### src/rtl/gba_bus_master_pkg.sv
// Shared FSM encoding, default bus timing and timer sizing for the GBA cartridge-bus initiator.
package gba_bus_master_pkg;

  typedef enum logic [2:0] {
    S_IDLE,
    S_SETUP,
    S_HOLD,
    S_TURN,
    S_WAITD,
    S_STROBE,
    S_RECOVER,
    S_FIN
  } state_t;

  localparam int unsigned DEF_ADDR_SETUP     = 2;
  localparam int unsigned DEF_ADDR_HOLD      = 4;
  localparam int unsigned DEF_STROBE_CYCLES  = 8;
  localparam int unsigned DEF_RECOVER_CYCLES = 4;
  localparam int unsigned DEF_LEN_W          = 8;

  // Counter width that holds (largest phase length - 1); never narrower than 1 bit.
  function automatic int unsigned timer_width(input int unsigned a, input int unsigned b,
                                               input int unsigned c, input int unsigned d);
    int unsigned m;
    m = a;
    if (b > m) m = b;
    if (c > m) m = c;
    if (d > m) m = d;
    return (m < 2) ? 1 : $clog2(m);
  endfunction

endpackage

### src/rtl/gba_bus_master_phase_timer.sv
// Loadable down-counter timing each bus phase; done_o is high while the count sits at zero.
// Loading N-1 on phase entry makes the phase last N cycles; no backpressure.
module gba_bus_master_phase_timer #(
  parameter int unsigned W = 3
) (
  input  logic         clk_i,
  input  logic         rst_i,
  input  logic         load_i,
  input  logic [W-1:0] load_val_i,
  output logic         done_o
);

  logic [W-1:0] cnt_q, cnt_d;

  always_comb begin
    cnt_d = cnt_q;
    if (load_i) begin
      cnt_d = load_val_i;
    end else if (cnt_q != '0) begin
      cnt_d = cnt_q - W'(1);
    end
  end

  always_ff @(posedge clk_i) begin
    if (rst_i) begin
      cnt_q <= '0;
    end else begin
      cnt_q <= cnt_d;
    end
  end

  assign done_o = (cnt_q == '0);

endmodule

### src/rtl/gba_bus_master.sv
// GBA cartridge-bus initiator: address-latch phase then RD/WR strobe bursts of 1..2^LEN_W beats.
// All bus pins registered; commands wait on cmd_ready_o (IDLE only), write beats stall on wdata_valid_i.
module gba_bus_master
  import gba_bus_master_pkg::*;
#(
  parameter int unsigned ADDR_SETUP     = DEF_ADDR_SETUP,
  parameter int unsigned ADDR_HOLD      = DEF_ADDR_HOLD,
  parameter int unsigned STROBE_CYCLES  = DEF_STROBE_CYCLES,
  parameter int unsigned RECOVER_CYCLES = DEF_RECOVER_CYCLES,
  parameter int unsigned LEN_W          = DEF_LEN_W
) (
  input  logic             clk_i,
  input  logic             rst_i,
  input  logic             cmd_valid_i,
  output logic             cmd_ready_o,
  input  logic             cmd_write_i,
  input  logic [15:0]      cmd_addr_i,
  input  logic [LEN_W-1:0] cmd_len_i,
  input  logic [15:0]      wdata_i,
  input  logic             wdata_valid_i,
  output logic             wdata_ready_o,
  output logic [15:0]      rdata_o,
  output logic             rdata_valid_o,
  output logic             busy_o,
  output logic             cs_o,
  output logic             rd_o,
  output logic             wr_o,
  output logic [15:0]      ad_out_o,
  output logic             ad_oe_o,
  input  logic [15:0]      ad_in_i
);

  if (ADDR_SETUP == 0 || ADDR_HOLD == 0 || STROBE_CYCLES == 0 || RECOVER_CYCLES == 0)
  begin : g_bad_timing
    $error("gba_bus_master: timing parameters must be nonzero");
  end

  localparam int unsigned TW = timer_width(ADDR_SETUP, ADDR_HOLD, STROBE_CYCLES, RECOVER_CYCLES);
  localparam logic [TW-1:0] LD_SETUP   = TW'(ADDR_SETUP - 1);
  localparam logic [TW-1:0] LD_HOLD    = TW'(ADDR_HOLD - 1);
  localparam logic [TW-1:0] LD_STROBE  = TW'(STROBE_CYCLES - 1);
  localparam logic [TW-1:0] LD_RECOVER = TW'(RECOVER_CYCLES - 1);

  state_t            state_q, state_d;
  logic              write_q;
  logic [LEN_W:0]    beats_q;
  logic [15:0]       ad_out_q, rdata_q;
  logic              rdata_valid_q, wdata_ready_q;
  logic              cs_q, cs_d, rd_q, rd_d, wr_q, wr_d, oe_q, oe_d;
  logic              tmr_load, tmr_done;
  logic [TW-1:0]     tmr_val;
  logic              accept, strobe_entry, strobe_last;

  gba_bus_master_phase_timer #(.W(TW)) u_timer (
    .clk_i      (clk_i),
    .rst_i      (rst_i),
    .load_i     (tmr_load),
    .load_val_i (tmr_val),
    .done_o     (tmr_done)
  );

  always_comb begin
    state_d = state_q;
    case (state_q)
      S_IDLE:    if (cmd_valid_i) state_d = S_SETUP;
      S_SETUP:   if (tmr_done) state_d = S_HOLD;
      S_HOLD:    if (tmr_done) state_d = S_TURN;
      S_TURN:    state_d = (write_q && !wdata_valid_i) ? S_WAITD : S_STROBE;
      S_WAITD:   if (wdata_valid_i) state_d = S_STROBE;
      S_STROBE:  if (tmr_done) state_d = S_RECOVER;
      S_RECOVER: if (tmr_done) state_d = (beats_q == '0) ? S_FIN : (write_q ? S_TURN : S_STROBE);
      S_FIN:     state_d = S_IDLE;
      default:   state_d = S_IDLE;
    endcase

    // Every phase change reloads the timer with the new phase's length.
    tmr_load = (state_d != state_q);
    tmr_val  = '0;
    case (state_d)
      S_SETUP:   tmr_val = LD_SETUP;
      S_HOLD:    tmr_val = LD_HOLD;
      S_STROBE:  tmr_val = LD_STROBE;
      S_RECOVER: tmr_val = LD_RECOVER;
      default:   tmr_val = '0;
    endcase

    cs_d = !(state_d inside {S_HOLD, S_TURN, S_WAITD, S_STROBE, S_RECOVER});
    rd_d = !((state_d == S_STROBE) && !write_q);
    wr_d = !((state_d == S_STROBE) && write_q);
    oe_d = (state_d inside {S_SETUP, S_HOLD}) ||
           (write_q && (state_d inside {S_TURN, S_WAITD, S_STROBE, S_RECOVER}));
  end

  assign accept       = (state_q == S_IDLE) && cmd_valid_i;
  assign strobe_entry = (state_d == S_STROBE) && (state_q != S_STROBE);
  assign strobe_last  = (state_q == S_STROBE) && tmr_done;

  always_ff @(posedge clk_i) begin
    if (rst_i) begin
      state_q       <= S_IDLE;
      write_q       <= 1'b0;
      beats_q       <= '0;
      ad_out_q      <= '0;
      rdata_q       <= '0;
      rdata_valid_q <= 1'b0;
      wdata_ready_q <= 1'b0;
      cs_q          <= 1'b1;
      rd_q          <= 1'b1;
      wr_q          <= 1'b1;
      oe_q          <= 1'b0;
    end else begin
      state_q       <= state_d;
      cs_q          <= cs_d;
      rd_q          <= rd_d;
      wr_q          <= wr_d;
      oe_q          <= oe_d;
      rdata_valid_q <= 1'b0;
      wdata_ready_q <= write_q && strobe_entry;
      if (accept) begin
        write_q  <= cmd_write_i;
        beats_q  <= {1'b0, cmd_len_i} + (LEN_W + 1)'(1);
        ad_out_q <= cmd_addr_i;
      end
      if (write_q && strobe_entry) ad_out_q <= wdata_i;
      if (state_d == S_FIN) ad_out_q <= '0;
      if (strobe_last) begin
        beats_q <= beats_q - (LEN_W + 1)'(1);
        if (!write_q) begin
          rdata_q       <= ad_in_i;
          rdata_valid_q <= 1'b1;
        end
      end
    end
  end

  assign cmd_ready_o   = (state_q == S_IDLE);
  assign busy_o        = (state_q != S_IDLE);
  assign cs_o          = cs_q;
  assign rd_o          = rd_q;
  assign wr_o          = wr_q;
  assign ad_oe_o       = oe_q;
  assign ad_out_o      = ad_out_q;
  assign rdata_o       = rdata_q;
  assign rdata_valid_o = rdata_valid_q;
  assign wdata_ready_o = wdata_ready_q;

endmodule

### config.mk
export PLATFORM = sky130hd
export DESIGN_NAME = gba_bus_master
export DESIGN_NICKNAME = d
export VERILOG_FILES = /design/src/rtl/gba_bus_master_pkg.sv /design/src/rtl/gba_bus_master_phase_timer.sv /design/src/rtl/gba_bus_master.sv
export SDC_FILE = /design/constraint.sdc
export NUM_CORES = 1
export LEC_CHECK = 0
export ABC_AREA = 1
export BUFFER_PORTS_ARGS = -buffer_cell sky130_fd_sc_hd__clkbuf_2
export CAP_MARGIN = 20
export CORE_ASPECT_RATIO = 1.1
export CORE_MARGIN = 2
export CORE_UTILIZATION = 50
export DETAILED_ROUTE_END_ITERATION = 10
export GPL_TIMING_DRIVEN = 0
export HOLD_SLACK_MARGIN = 0.15
export PLACE_DENSITY = 0.76
export SKIP_CTS_REPAIR_TIMING = 1
export SLEW_MARGIN = 20
export SYNTH_ARGS = -nofsm -noshare
export SYNTH_HDL_FRONTEND = slang
export SYNTH_SLANG_ARGS = --single-unit
### constraint.sdc
create_clock -name clk_i -period 2.54 [get_ports clk_i]
set_input_delay 0.635 -clock clk_i [delete_from_list [all_inputs] [get_ports clk_i]]
set_output_delay 0.635 -clock clk_i [all_outputs]
set_load 0.02 [all_outputs]
## After elaboration in Yosys (flattened, before gate mapping)

Index checks and enable logic that the tools add are counted.

- Memory bits (read-only): 0
- Bits in latches: 0
- Memory bits (writable): 0
- Memories: 0
- Register bits after elaboration: 54
- Input bits: 61
- Output and inout bits: 40

- Equality and inequality tests: 16
- Shift operators: 0
- $mul: 0
- Mux-type cells: 18
- Order comparisons: 0
- Divide/modulo/power cells: 0
- Bitwise gates (word level): 2
- Reductions and logical operators: 29
- Add/sub/neg operators: 3

Operator list:

| operator | count |
|---|---|
| $mux 16 | 2 |
| $mux 3 | 10 |
| $eq 3x3->1 const B | 8 |
| $pmux 3 s8 | 1 |
| $mux 9 | 2 |
| $eq 3x2->1 const B | 4 |
| $add 8x1->9 const B | 1 |
| $logic_not 9->1 | 1 |
| $pmux 3 s3 | 1 |
| $sub 9x1->9 const B | 1 |
| $logic_and 1x1->1 | 8 |
| $reduce_bool 2->1 | 4 |
| $eq 3x1->1 const B | 2 |
| $logic_not 3->1 | 2 |
| $reduce_bool 3->1 | 2 |
| $reduce_or 2->1 | 3 |
| $logic_not 1->1 | 5 |
| $reduce_bool 5->1 | 1 |
| $reduce_bool 4->1 | 1 |
| $ne 3x3->1 | 1 |
| $ne 3x3->1 const B | 1 |
| $sub 3x1->3 const B | 1 |
| $mux 1 | 2 |
| $not 1->1 | 2 |
| 2 further kinds | 2 |

## Longest topological paths before layout

Gate-level depths: netlist (run 1).

- Word-level depth: 8
- Depth in mapped cells: 15
- Mapped depth without buffers: 15

## By module

A second synthesis (run 1) with hierarchy kept.

- Cells, all modules: 442
- Area, all modules: 3036.7 um^2

By module, submodules not included:

| module | area each (um^2) | cells an instance | sequential area each (um^2) | instances |
|---|---|---|---|---|
| gba_bus_master | 2837.7 | 414 | 1021.0 | 1 |
| gba_bus_master_phase_timer | 198.9 | 28 | 60.1 | 1 |

## Least setup slack after synthesis (run 1)

OpenSTA, ideal clock, no wires.

- Path kind: flip-flop to flip-flop
- From: register u_timer.cnt_q[0]
- To: register ad_out_q[10], in the netlist ad_out_o[10]
- Path buffers: 1
- Library setup time: 0.120 ns
- Path slack: 0.787 ns
- Cell stages (with the launch flop): 13
- Data arrival time: 1.634 ns
- Path through: dfxtp_1 -> inv_1 -> ha_1 -> nand2_2 -> nor3_2 -> nand2_1 -> a21oi_1 -> nand2_2 -> nor2_8 -> buf_6 -> nand4_1 -> nand2_1 -> a21oi_1

- Longest elaborated chain between the ends: 7
- Elaborated cells between the ends (all ways): 13
- Those cells by class: eq/ne: 2; mux: 6; reduce/logical: 5

Ends and longest elaborated chain:

| what | line | RTL |
|---|---|---|
| from (decl) | gba_bus_master_phase_timer.sv:13 | `logic [W-1:0] cnt_q, cnt_d;` |
| from (signal assigned) | gba_bus_master_phase_timer.sv:28 | `cnt_q <= cnt_d;` |
| $logic_not 3->1 (*) | gba_bus_master_phase_timer.sv:32 | `assign done_o = (cnt_q == '0);` |
| $mux 3 (on tied branches) | n/a |  |
| $pmux 3 s8 (*) | gba_bus_master.sv:64 | `case (state_q)` |
| $eq 3x3->1 | gba_bus_master.sv:95 | `assign strobe_entry = (state_d == S_STROBE) && (state_q != S_STROBE);` |
| $logic_and 1x1->1 | gba_bus_master.sv:95 |  |
| $logic_and 1x1->1 | gba_bus_master.sv:124 | `if (write_q && strobe_entry) ad_out_q <= wdata_i;` |
| $mux 16 / $reduce_bool 2->1 (equally long branches) | n/a |  |
| to (signal assigned) | gba_bus_master.sv:122 | `ad_out_q <= cmd_addr_i;` |
| to (signal assigned) | gba_bus_master.sv:124 |  |
| to (decl) | gba_bus_master.sv:47 | `logic [15:0] ad_out_q, rdata_q;` |

Every way passes the cells marked *; elsewhere a longest branch is shown, timed or not.
A chain may end at the register's enable or synchronous reset.

## Worst setup path after layout (run 1)

- From: register u_timer.cnt_q[0]
- To: register ad_out_q[15], in the netlist ad_out_o[15]

Same word-level chain as after synthesis.

==> results of run 1 <==
layout make-up:
class	count	area [µm²]	share of cell area
plain buffers	18	100	0.0281
clock buffers	5	68.8	0.0193
inverters	52	195	0.0548
clock inverters	3	43.8	0.0123
repair buffers	100	500	0.140
flip-flops and latches	54	1080	0.303
multi-input cells	293	1480	0.416
well taps	75	93.8	0.0263
synth_stat cells:
master / count
a21oi_1: 28
a221oi_1: 2
a31o_2: 1
a31oi_1: 3
and3_1: 1
buf_1: 1
buf_2: 8
buf_6: 3
clkbuf_1: 6
dfxtp_1: 54
ha_1: 5
inv_1: 43
inv_2: 9
nand2_1: 90
nand2_2: 4
nand3_1: 29
nand4_1: 19
nand4_4: 1
nor2_1: 56
nor2_2: 3
nor2_4: 3
nor2_8: 1
nor3_2: 1
nor3b_1: 1
o211ai_1: 3
o21ai_0: 29
o21bai_1: 2
o221ai_1: 1
xnor2_1: 1
xor2_1: 9
cells by family after synthesis:
family	Yosys count
AOI/OAI and AO/OA	69
xor gates and xnor gates	10
adders and majority gates	5
buffers and inverters	70
DFF	54
and+or+nand+nor	209
power groups by stage:
stage	clock (W)	combinational [W]	sequential, W
3_5_place_dp	0	0.00157	0.00114
3_3_place_gp	0	0.00155	0.00113
5_1_grt	0.000624	0.00177	0.00114
2_1_floorplan	0	0.00108	0.00123
4_1_cts	0.000591	0.00158	0.00112
6_report	0.000581	0.00157	0.00112
state kept, by name, summed over array words and instances (netlist names):
name,flops
state_q,3
rd_o,1
rdata_o,16
ad_out_o,16
wr_o,1
ad_oe_o,1
wdata_ready_o,1
write_q,1
rdata_valid_o,1
beats_q,9
cs_o,1
u_timer.cnt_q,3
path summary, 6_finish.rpt:
kind                                                    start                         to  slack, ns
worst max-delay path            u_timer.cnt_q[0]$_SDFFE_PP0P_  ad_out_o[15]$_SDFFE_PP0P_       0.47
worst min-delay path                 ad_out_o[0]$_SDFFE_PP0P_   ad_out_o[0]$_SDFFE_PP0P_       0.49
worst max register to register  u_timer.cnt_q[0]$_SDFFE_PP0P_  ad_out_o[15]$_SDFFE_PP0P_       0.47
worst min register to register       ad_out_o[0]$_SDFFE_PP0P_   ad_out_o[0]$_SDFFE_PP0P_       0.49
through the flow:
stage | hold WS, ns | power, W
floorplan | 0.456 | 0.00231
global placement | 0.469 | 0.00268
detailed placement | 0.476 | 0.00270
CTS | 0.491 | 0.00328
global route | 0.506 | 0.00353
finish | 0.486 | 0.00327
worst register-to-register path, cell delays in order (launching register included):
cell	delay [ns]
dfxtp_1	0.32
inv_1	0.08
ha_1	0.19
inv_1	0.05
nor2_1	0.21
nand3_1	0.14
a21oi_1	0.20
nor2_2	0.11
nand3_1	0.13
nand2_1	0.18
buf_2	0.26
a21oi_1	0.14
routing by layer:
metal / wire length [µm] / part of all wire / global-route usage / up-vias
met5: 0 / 0 / 0 / -
met4: 57 / 0.0081 / 0.0562 / 0
met3: 473 / 0.067 / 0.0467 / 6
met2: 3430 / 0.48 / 0.394 / 95
met1: 3110 / 0.44 / 0.290 / 1355
li1: - / - / - / 1562
cells in the final DEF, fill, tap and decap left out, types with 2 or more instances in the layout:
cell      instances
a21oi_1          28
a221oi_1          2
a31oi_1           3
buf_2             8
buf_6             3
clkbuf_1          6
clkbuf_2        100
clkbuf_8          5
dfxtp_1          54
ha_1              5
inv_1            43
inv_2             9
nand2_1          90
nand2_2           4
nand3_1          29
nand4_1          19
nor2_1           56
nor2_2            3
nor2_4            3
o211ai_1          3
o21ai_0          29
o21bai_1          2
xor2_1            9
==> impl_metrics.env, run 1 <==
export IMPL_critPathMaxStageDelay_ns=0.32
export IMPL_path_class="flop to flop"
export IMPL_final_hold_viol_count=0
export IMPL_ff2ff_path_depth=11
export IMPL_cp_top_family="simple AND/OR/NAND/NOR gates"
export IMPL_synth_compound_area_frac=0.132
export IMPL_clkLatencyLatePin_ns=0.30
export IMPL_layout_drive_gt1_share=0.270
export IMPL_syn_to_final_growth_pct=24.7
export IMPL_synth_top_family_by_area="simple AND/OR/NAND/NOR gates"
export IMPL_synth_xor_area_frac=0.0306
export IMPL_wl_per_cell_um=11.8
export IMPL_synth_simple_area_share=0.334
export IMPL_synth_distinct_cells=30
export IMPL_endpoint_kind="flop"
export IMPL_ys_seq_area_frac=0.378
export IMPL_ys_ff_latch=54
export IMPL_syn_nets=483
export IMPL_dpl_worst_slack_ns=0.511
export IMPL_worstPathRequired_ns=2.78
export IMPL_dp_hpwl_mm=5.44
export IMPL_fp_coreArea_um2=5470
export IMPL_hold_class="flop to flop"
export IMPL_slew_headroom=0.657
export IMPL_fill_cells=526
export IMPL_crit_arrival_ns=2.31
export IMPL_fin_crit_sh=0.816
export IMPL_port_buffers=100
export IMPL_ctsHtreeMaxLevel=2
export IMPL_dp_cells=592
export IMPL_worst_pin_slew_ns=0.515
export IMPL_worstPathCellList="inv_1 -> ha_1 -> inv_1 -> nor2_1 -> nand3_1 -> a21oi_1 -> nor2_2 -> nand3_1 -> nand2_1 -> buf_2 -> a21oi_1"
export IMPL_grt_max_degree=18
export IMPL_slew_violations=0
export IMPL_synth_mux_area_frac=0
export IMPL_cts_buffers=5
export IMPL_p_leak_nw=1.86
export IMPL_drc_errors=0
export IMPL_dpl_cell_area_um2=3450
export IMPL_cp_slowest_cell="dfxtp_1"
export IMPL_cts_sinks=54
export IMPL_min_path_cells=2
export IMPL_die_w_um=76.1
export IMPL_diodes=0
export IMPL_cts_tree="done"
export IMPL_synth_top_cell_area_share=0.378
export IMPL_cts_max_path_buffers=2
export IMPL_die_h_um=83.3
export IMPL_irDropWorstVdd_v=0.000457
export IMPL_final_core_util=0.652
export IMPL_wl_mm=7.07
export IMPL_p_comb_frac=0.481
export IMPL_synth_area_um2=2860
export IMPL_synth_top_cell_by_area="dfxtp_1"
export IMPL_vias=3018
export IMPL_crit_fanout=10
export IMPL_synth_area_top_cells="dfxtp_1 (38%), nand2_1 (12%), nor2_1 (7.4%)"
export IMPL_synth_fa_ha_area_frac=0.0219
export IMPL_syn_inst=417
export IMPL_p_switching_w=0.00143
export IMPL_power_density_nw_per_um2=918
export IMPL_power_frac_clock=0.178
export IMPL_dieArea_um2=6340
export IMPL_startpoint_type="flop"
export IMPL_fin_tns_setup_ns=0
export IMPL_start_util=0.523
export IMPL_ant_nets=0
export IMPL_io_pins=101
export IMPL_first_pass_iters=4
export IMPL_layout_setup_ws_ns=0.468
export IMPL_period_needed_ns=2.07
export IMPL_intPower_w=0.00184
export IMPL_nNetsFinal=590
export IMPL_p_seq_frac=0.342
export IMPL_antenna_found_initial=0
export IMPL_maxCapViolations=0
export IMPL_grt_use_total=0.228
export IMPL_final_area_um2=3560
export IMPL_drt_iter0_drc=172
export IMPL_max_freq_ghz=0.483
export IMPL_grt_pass1_vias=2824
export IMPL_cts_root_buffer="clkbuf_8"
export IMPL_yosysWarnings=0
export IMPL_status="complete, no violations"
export IMPL_swShare=0.438
export IMPL_clk_pin_slew_ns=0.10
export IMPL_grt_ovfl_total=0
export IMPL_grt_pass1_wl_mm=12.2
export IMPL_setup_viol=0
export IMPL_layout_cells_non_filler=600
export IMPL_path_buf_inv=3
export IMPL_rows=28
export IMPL_syn_avg_cell_area_um2=6.85
export IMPL_viasPerCell=5.03
export IMPL_skew_ns=0.00638
export IMPL_gp_congestion=0.890
export IMPL_crit_cells=11
export IMPL_grt_setup_unrepaired="no"
Note: power is estimated with default switching activity, not from simulation.
==> run 2: changes to the inputs <==
clock period = 2.1 ns   (was 2.54 ns; I/O delays follow)
==> run 2 against run 1 <==
Clock skew rose by 0.0012 ns. Largest power group unchanged. Clock power up 20%. Utilization up 1.6 points. Sequential cell count did not move. Critical endpoint is now ad_out_o[5]$_SDFFE_PP0P_. Largest cell class unchanged. Non-clock buffer count increased by 7. First-iteration DRC count rose by 43%. Design area increased by 2.5%. Combinational power rose by 26%.
==> impl_metrics.env, run 2 (synthesized netlist as in run 1, its figures left out) <==
export IMPL_status="complete, no violations"
export IMPL_ctsHtreeMaxLevel=2
export IMPL_vias=3097
export IMPL_r2r_slack_ns=0.17
export IMPL_cts_tree="done"
export IMPL_syn_to_final_growth_pct=27.8
export IMPL_grt_max_degree=18
export IMPL_grt_ovfl_total=0
export IMPL_grt_pass1_vias=2824
export IMPL_layout_drive_gt1_share=0.293
export IMPL_ant_nets=0
export IMPL_rr_startpoint="beats_q[0]$_SDFFE_PP0P_"
export IMPL_viasPerCell=5.10
export IMPL_dieArea_um2=6340
export IMPL_power_w=0.00404
export IMPL_dp_hpwl_mm=5.44
export IMPL_mostFrequentLayoutCell="clkbuf_2"
export IMPL_mostFrequentLayoutCells="clkbuf_2 (100), nand2_1 (89), nor2_1 (54), dfxtp_1 (54), inv_1 (42)"
export IMPL_nNetsFinal=597
export IMPL_die_w_um=76.1
export IMPL_path_class="flop to flop"
export IMPL_wl_mm=7.27
export IMPL_port_buffers=100
export IMPL_grt_pass1_wl_mm=12.2
export IMPL_fin_tns_setup_ns=0
export IMPL_worst_pin_slew_ns=0.507
export IMPL_period_needed_ns=1.93
export IMPL_layout_setup_ws_ns=0.170
export IMPL_power_density_nw_per_um2=1110
export IMPL_drt_iter0_drc=246
export IMPL_skew_ns=0.00761
export IMPL_ff2ff_path_depth=12
export IMPL_fill_cells=515
export IMPL_start_util=0.523
export IMPL_worstPathRequired_ns=2.34
export IMPL_crit_fanout=7
export IMPL_clk_pin_slew_ns=0.10
export IMPL_cts_buffers=5
export IMPL_diodes=0
export IMPL_io_pins=101
export IMPL_fin_crit_sh=0.919
export IMPL_dpl_worst_slack_ns=0.0705
export IMPL_clkLatencyLatePin_ns=0.30
export IMPL_die_h_um=83.3
export IMPL_wl_per_cell_um=12.0
export IMPL_startpoint_type="flop"
export IMPL_hold_slack_ns=0.434
export IMPL_dpl_cell_area_um2=3450
export IMPL_fp_coreArea_um2=5470
export IMPL_maxCapViolations=0
export IMPL_rows=28
export IMPL_crit_arrival_ns=2.17
export IMPL_first_pass_iters=4
export IMPL_final_hold_viol_count=0
export IMPL_cts_root_buffer="clkbuf_8"
export IMPL_slew_violations=0
export IMPL_final_area_um2=3650
export IMPL_cts_max_path_buffers=2
export IMPL_gp_congestion=0.890
export IMPL_worstHoldStart="ad_in_i[14]"
export IMPL_slew_headroom=0.662
export IMPL_cts_sinks=54
export IMPL_min_path_cells=3
export IMPL_hold_path_endpoint="rdata_o[14]$_SDFFE_PP0P_"
export IMPL_drc_errors=0
export IMPL_hold_class="primary input to flop"
export IMPL_timing_rr_end="ad_out_o[5]$_SDFFE_PP0P_"
export IMPL_max_freq_ghz=0.518
export IMPL_grt_use_total=0.228
export IMPL_setup_viol=0
export IMPL_antenna_found_initial=0
export IMPL_irDropWorstVdd_v=0.000548
export IMPL_endpoint_kind="flop"
export IMPL_p_leak_nw=1.90
==> run 2: changes by cell type in the layout (fill, tap and decap cells not counted), sizes merged <==
| cell | change |
|---|---|
| buf | +7 |
==> run 2: report_power, final <==
| group | internal, W | leakage [nW] | switching [W] |
|---|---|---|---|
| sequential | 0.00123 | 0.441 | 0.000132 |
| clock | 0.000358 | 0.0585 | 0.000341 |
| combinational | 0.000685 | 1.40 | 0.00130 |
| total | 0.00227 | 1.90 | 0.00177 |
==> run 2: area by class of cell <==
class | instances | area [µm²] | share of cell area
Buffer | 18 | 109 | 0.0298
Clock buffer | 5 | 68.8 | 0.0188
Clock inverter | 3 | 43.8 | 0.0120
Inverter | 52 | 195 | 0.0534
Multi-Input combinational cell | 293 | 1510 | 0.414
Sequential cell | 54 | 1080 | 0.296
Tap cell | 75 | 93.8 | 0.0257
Timing Repair Buffer | 107 | 548 | 0.150
==> run 2: worst max path at each step <==
stage	startpoint	endpoint	slack (ns)	cells after the start
2_1_floorplan	u_timer.cnt_q[0]$_SDFFE_PP0P_	ad_out_o[10]$_SDFFE_PP0P_	0.35	12
3_3_place_gp	u_timer.cnt_q[0]$_SDFFE_PP0P_	ad_out_o[10]$_SDFFE_PP0P_	0.10	13
3_5_place_dp	u_timer.cnt_q[0]$_SDFFE_PP0P_	ad_out_o[15]$_SDFFE_PP0P_	0.07	13
4_1_cts	u_timer.cnt_q[0]$_SDFFE_PP0P_	ad_out_o[15]$_SDFFE_PP0P_	0.04	11
5_1_grt	u_timer.cnt_q[1]$_SDFFE_PP0P_	ad_out_o[15]$_SDFFE_PP0P_	-0.01	13
6_report	beats_q[0]$_SDFFE_PP0P_	ad_out_o[5]$_SDFFE_PP0P_	0.17	12
==> run 2: per-stage QoR <==
step	util	instances
4_1_cts	0.652	600
6_report	0.668	607
5_1_grt	0.668	607
3_5_place_dp	0.632	592
2_1_floorplan	-	417
3_3_place_gp	0.632	592
==> run 2: worst max-delay path, stage by stage, from the launching register on <==
cell     delay [ns]
dfxtp_1        0.31
inv_1          0.15
ha_1           0.18
nand2_1        0.06
nor2_2         0.14
a21oi_2        0.08
nor2_2         0.21
buf_4          0.16
nand4_4        0.14
buf_2          0.22
nand2_1        0.06
nand2_1        0.05
a21oi_1        0.11
==> run 2: layer usage <==
metal  part of all wire  global-route usage
met4             0.0099              0.0562
met3              0.068              0.0467
met1               0.45               0.290
met2               0.48               0.394
met5                  0                   0
==> run 3: changes to the inputs <==
CORE_MARGIN = not set   (was 2)
CORE_UTILIZATION = 52   (was 50)
CTS_BUF_LIST = sky130_fd_sc_hd__clkbuf_8   (was not set)
PLACE_DENSITY = 0.79   (was 0.76)
==> run 3 against run 2 <==
Largest cell class unchanged. Global-route usage up 2.8 points. Non-clock buffer count down 4. Power up 0.78%. First-iteration DRC count down 40%. Wire length down 0.26%. Critical path type unchanged. Maximum frequency up 0.25%. Register-to-register slack about the same. Critical path depth up 1. Clock-buffer cell count unchanged. Utilization up 3.8 points. Clock power about the same.
==> impl_metrics.env, run 3 (synthesized netlist as in run 1, its figures left out) <==
export IMPL_status="complete, no violations"
export IMPL_grt_pass1_vias=2685
export IMPL_period_needed_ns=1.93
export IMPL_worst_pin_slew_ns=0.547
export IMPL_cts_buffers=5
export IMPL_cts_tree="done"
export IMPL_endpoint_kind="flop"
export IMPL_grt_ovfl_total=0
export IMPL_port_buffers=100
export IMPL_wl_per_cell_um=12.1
export IMPL_gp_congestion=0.854
export IMPL_rr_startpoint="u_timer.cnt_q[1]$_SDFFE_PP0P_"
export IMPL_routed_wl_met2_mm=3.64
export IMPL_start_util=0.557
export IMPL_hold_path_endpoint="rdata_o[13]$_SDFFE_PP0P_"
export IMPL_clkLatencyLatePin_ns=0.31
export IMPL_startpoint_type="flop"
export IMPL_p_leak_nw=1.89
export IMPL_layout_setup_ws_ns=0.175
export IMPL_path_class="flop to flop"
export IMPL_setup_viol=0
export IMPL_maxCapViolations=0
export IMPL_worstHoldStart="ad_in_i[13]"
export IMPL_vias=3010
export IMPL_skew_ns=0.00498
export IMPL_power_w=0.00407
export IMPL_dpl_worst_slack_ns=-0.0131
export IMPL_hold_class="primary input to flop"
export IMPL_io_pins=101
export IMPL_dieArea_um2=5800
export IMPL_ctsHtreeMaxLevel=2
export IMPL_cts_root_buffer="clkbuf_8"
export IMPL_cts_sinks=54
export IMPL_first_pass_iters=4
export IMPL_final_area_um2=3630
export IMPL_antenna_found_initial=0
export IMPL_hold_slack_ns=0.430
export IMPL_grt_setup_unrepaired="no"
export IMPL_fin_crit_sh=0.917
export IMPL_viasPerCell=5.02
export IMPL_syn_to_final_growth_pct=26.9
export IMPL_mostFrequentLayoutCells="clkbuf_2 (100), nand2_1 (89), nor2_1 (55)"
export IMPL_wl_met3_um=363
export IMPL_ant_nets=0
export IMPL_min_path_cells=3
export IMPL_slew_violations=0
export IMPL_nNetsFinal=593
export IMPL_dpl_cell_area_um2=3450
export IMPL_power_density_nw_per_um2=1120
export IMPL_grt_pass1_wl_mm=11.6
export IMPL_crit_arrival_ns=2.17
export IMPL_crit_fanout=10
export IMPL_mostFrequentLayoutCell="clkbuf_2"
export IMPL_r2r_slack_ns=0.17
export IMPL_max_freq_ghz=0.519
export IMPL_slew_headroom=0.635
export IMPL_wl_met1_mm=3.19
export IMPL_cts_max_path_buffers=2
export IMPL_top_layer_used="met4"
export IMPL_die_h_um=79.8
export IMPL_drt_iter0_drc=148
export IMPL_irDropWorstVdd_v=0.000552
export IMPL_wl_mm=7.25
export IMPL_diodes=0
export IMPL_layout_drive_gt1_share=0.288
export IMPL_grt_max_degree=17
export IMPL_worstPathRequired_ns=2.34
export IMPL_timing_rr_end="ad_out_o[14]$_SDFFE_PP0P_"
export IMPL_rows=27
export IMPL_ff2ff_path_depth=13
export IMPL_fp_coreArea_um2=5130
export IMPL_drc_errors=0
export IMPL_fill_cells=460
export IMPL_clk_pin_slew_ns=0.10
export IMPL_final_hold_viol_count=0
export IMPL_final_core_util=0.706
export IMPL_die_w_um=72.7
export IMPL_grt_use_total=0.255
export IMPL_dp_hpwl_mm=5.42
run 3: cell types whose count changed in the layout (fill, tap and decap cells not counted), sizes merged:
cell / previous run / this run
buf: 19 / 14
clkbuf: 111 / 112
clkinv: 1 / 2
inv: 53 / 52
run 3: through the flow:
| step | instances | TNS [ns] |
|---|---|---|
| 3_3_place_gp | 589 | 0 |
| 6_report | 600 | 0 |
| 2_1_floorplan | 417 | 0 |
| 4_1_cts | 597 | -0.315 |
| 5_1_grt | 600 | 0 |
| 3_5_place_dp | 589 | -0.0169 |
run 3: power by group:
| part | internal (W) | total (W) | switching [W] |
|---|---|---|---|
| Combinational | 0.000688 | 0.00201 | 0.00133 |
| Sequential | 0.00122 | 0.00136 | 0.000133 |
| Clock | 0.000352 | 0.000701 | 0.000350 |
run 3: layer usage:
metal	up-vias	global-route usage
met5	-	0
met4	0	0.0706
met3	6	0.0480
met2	88	0.451
met1	1345	0.314
li1	1571	-
run 3: how the worst max path moves through the flow:
stage          cells past startpoint  slack [ns]                   endpoint                     startpoint
2_1_floorplan                     12        0.35  ad_out_o[10]$_SDFFE_PP0P_  u_timer.cnt_q[0]$_SDFFE_PP0P_
3_3_place_gp                      13        0.06  ad_out_o[10]$_SDFFE_PP0P_  u_timer.cnt_q[0]$_SDFFE_PP0P_
3_5_place_dp                      13       -0.01  ad_out_o[14]$_SDFFE_PP0P_  u_timer.cnt_q[0]$_SDFFE_PP0P_
4_1_cts                           13       -0.05  ad_out_o[14]$_SDFFE_PP0P_  u_timer.cnt_q[0]$_SDFFE_PP0P_
5_1_grt                           12       0.008  ad_out_o[14]$_SDFFE_PP0P_        beats_q[0]$_SDFFE_PP0P_
6_report                          13        0.17  ad_out_o[14]$_SDFFE_PP0P_  u_timer.cnt_q[1]$_SDFFE_PP0P_
run 3: critical path: stages (launching register included):
cell	delay (ns)
dfxtp_1	0.31
inv_1	0.13
ha_4	0.17
nand2_4	0.09
nor3_2	0.12
nand2_1	0.11
nand2_1	0.11
nand2_2	0.10
nor2_4	0.14
nand4_4	0.15
buf_6	0.19
nand2_1	0.06
nand2_1	0.05
a21oi_1	0.14
run 3: layout make-up:
class	instances	area (µm²)	area share
clock inverter	3	40.0	0.0110
multi-input combinational	293	1520	0.420
inverter	52	195	0.0538
clock buffer	5	68.8	0.0190
timing repair buffer	103	523	0.144
sequential	54	1080	0.298
buffer	18	105	0.0290
tap	72	90.1	0.0248
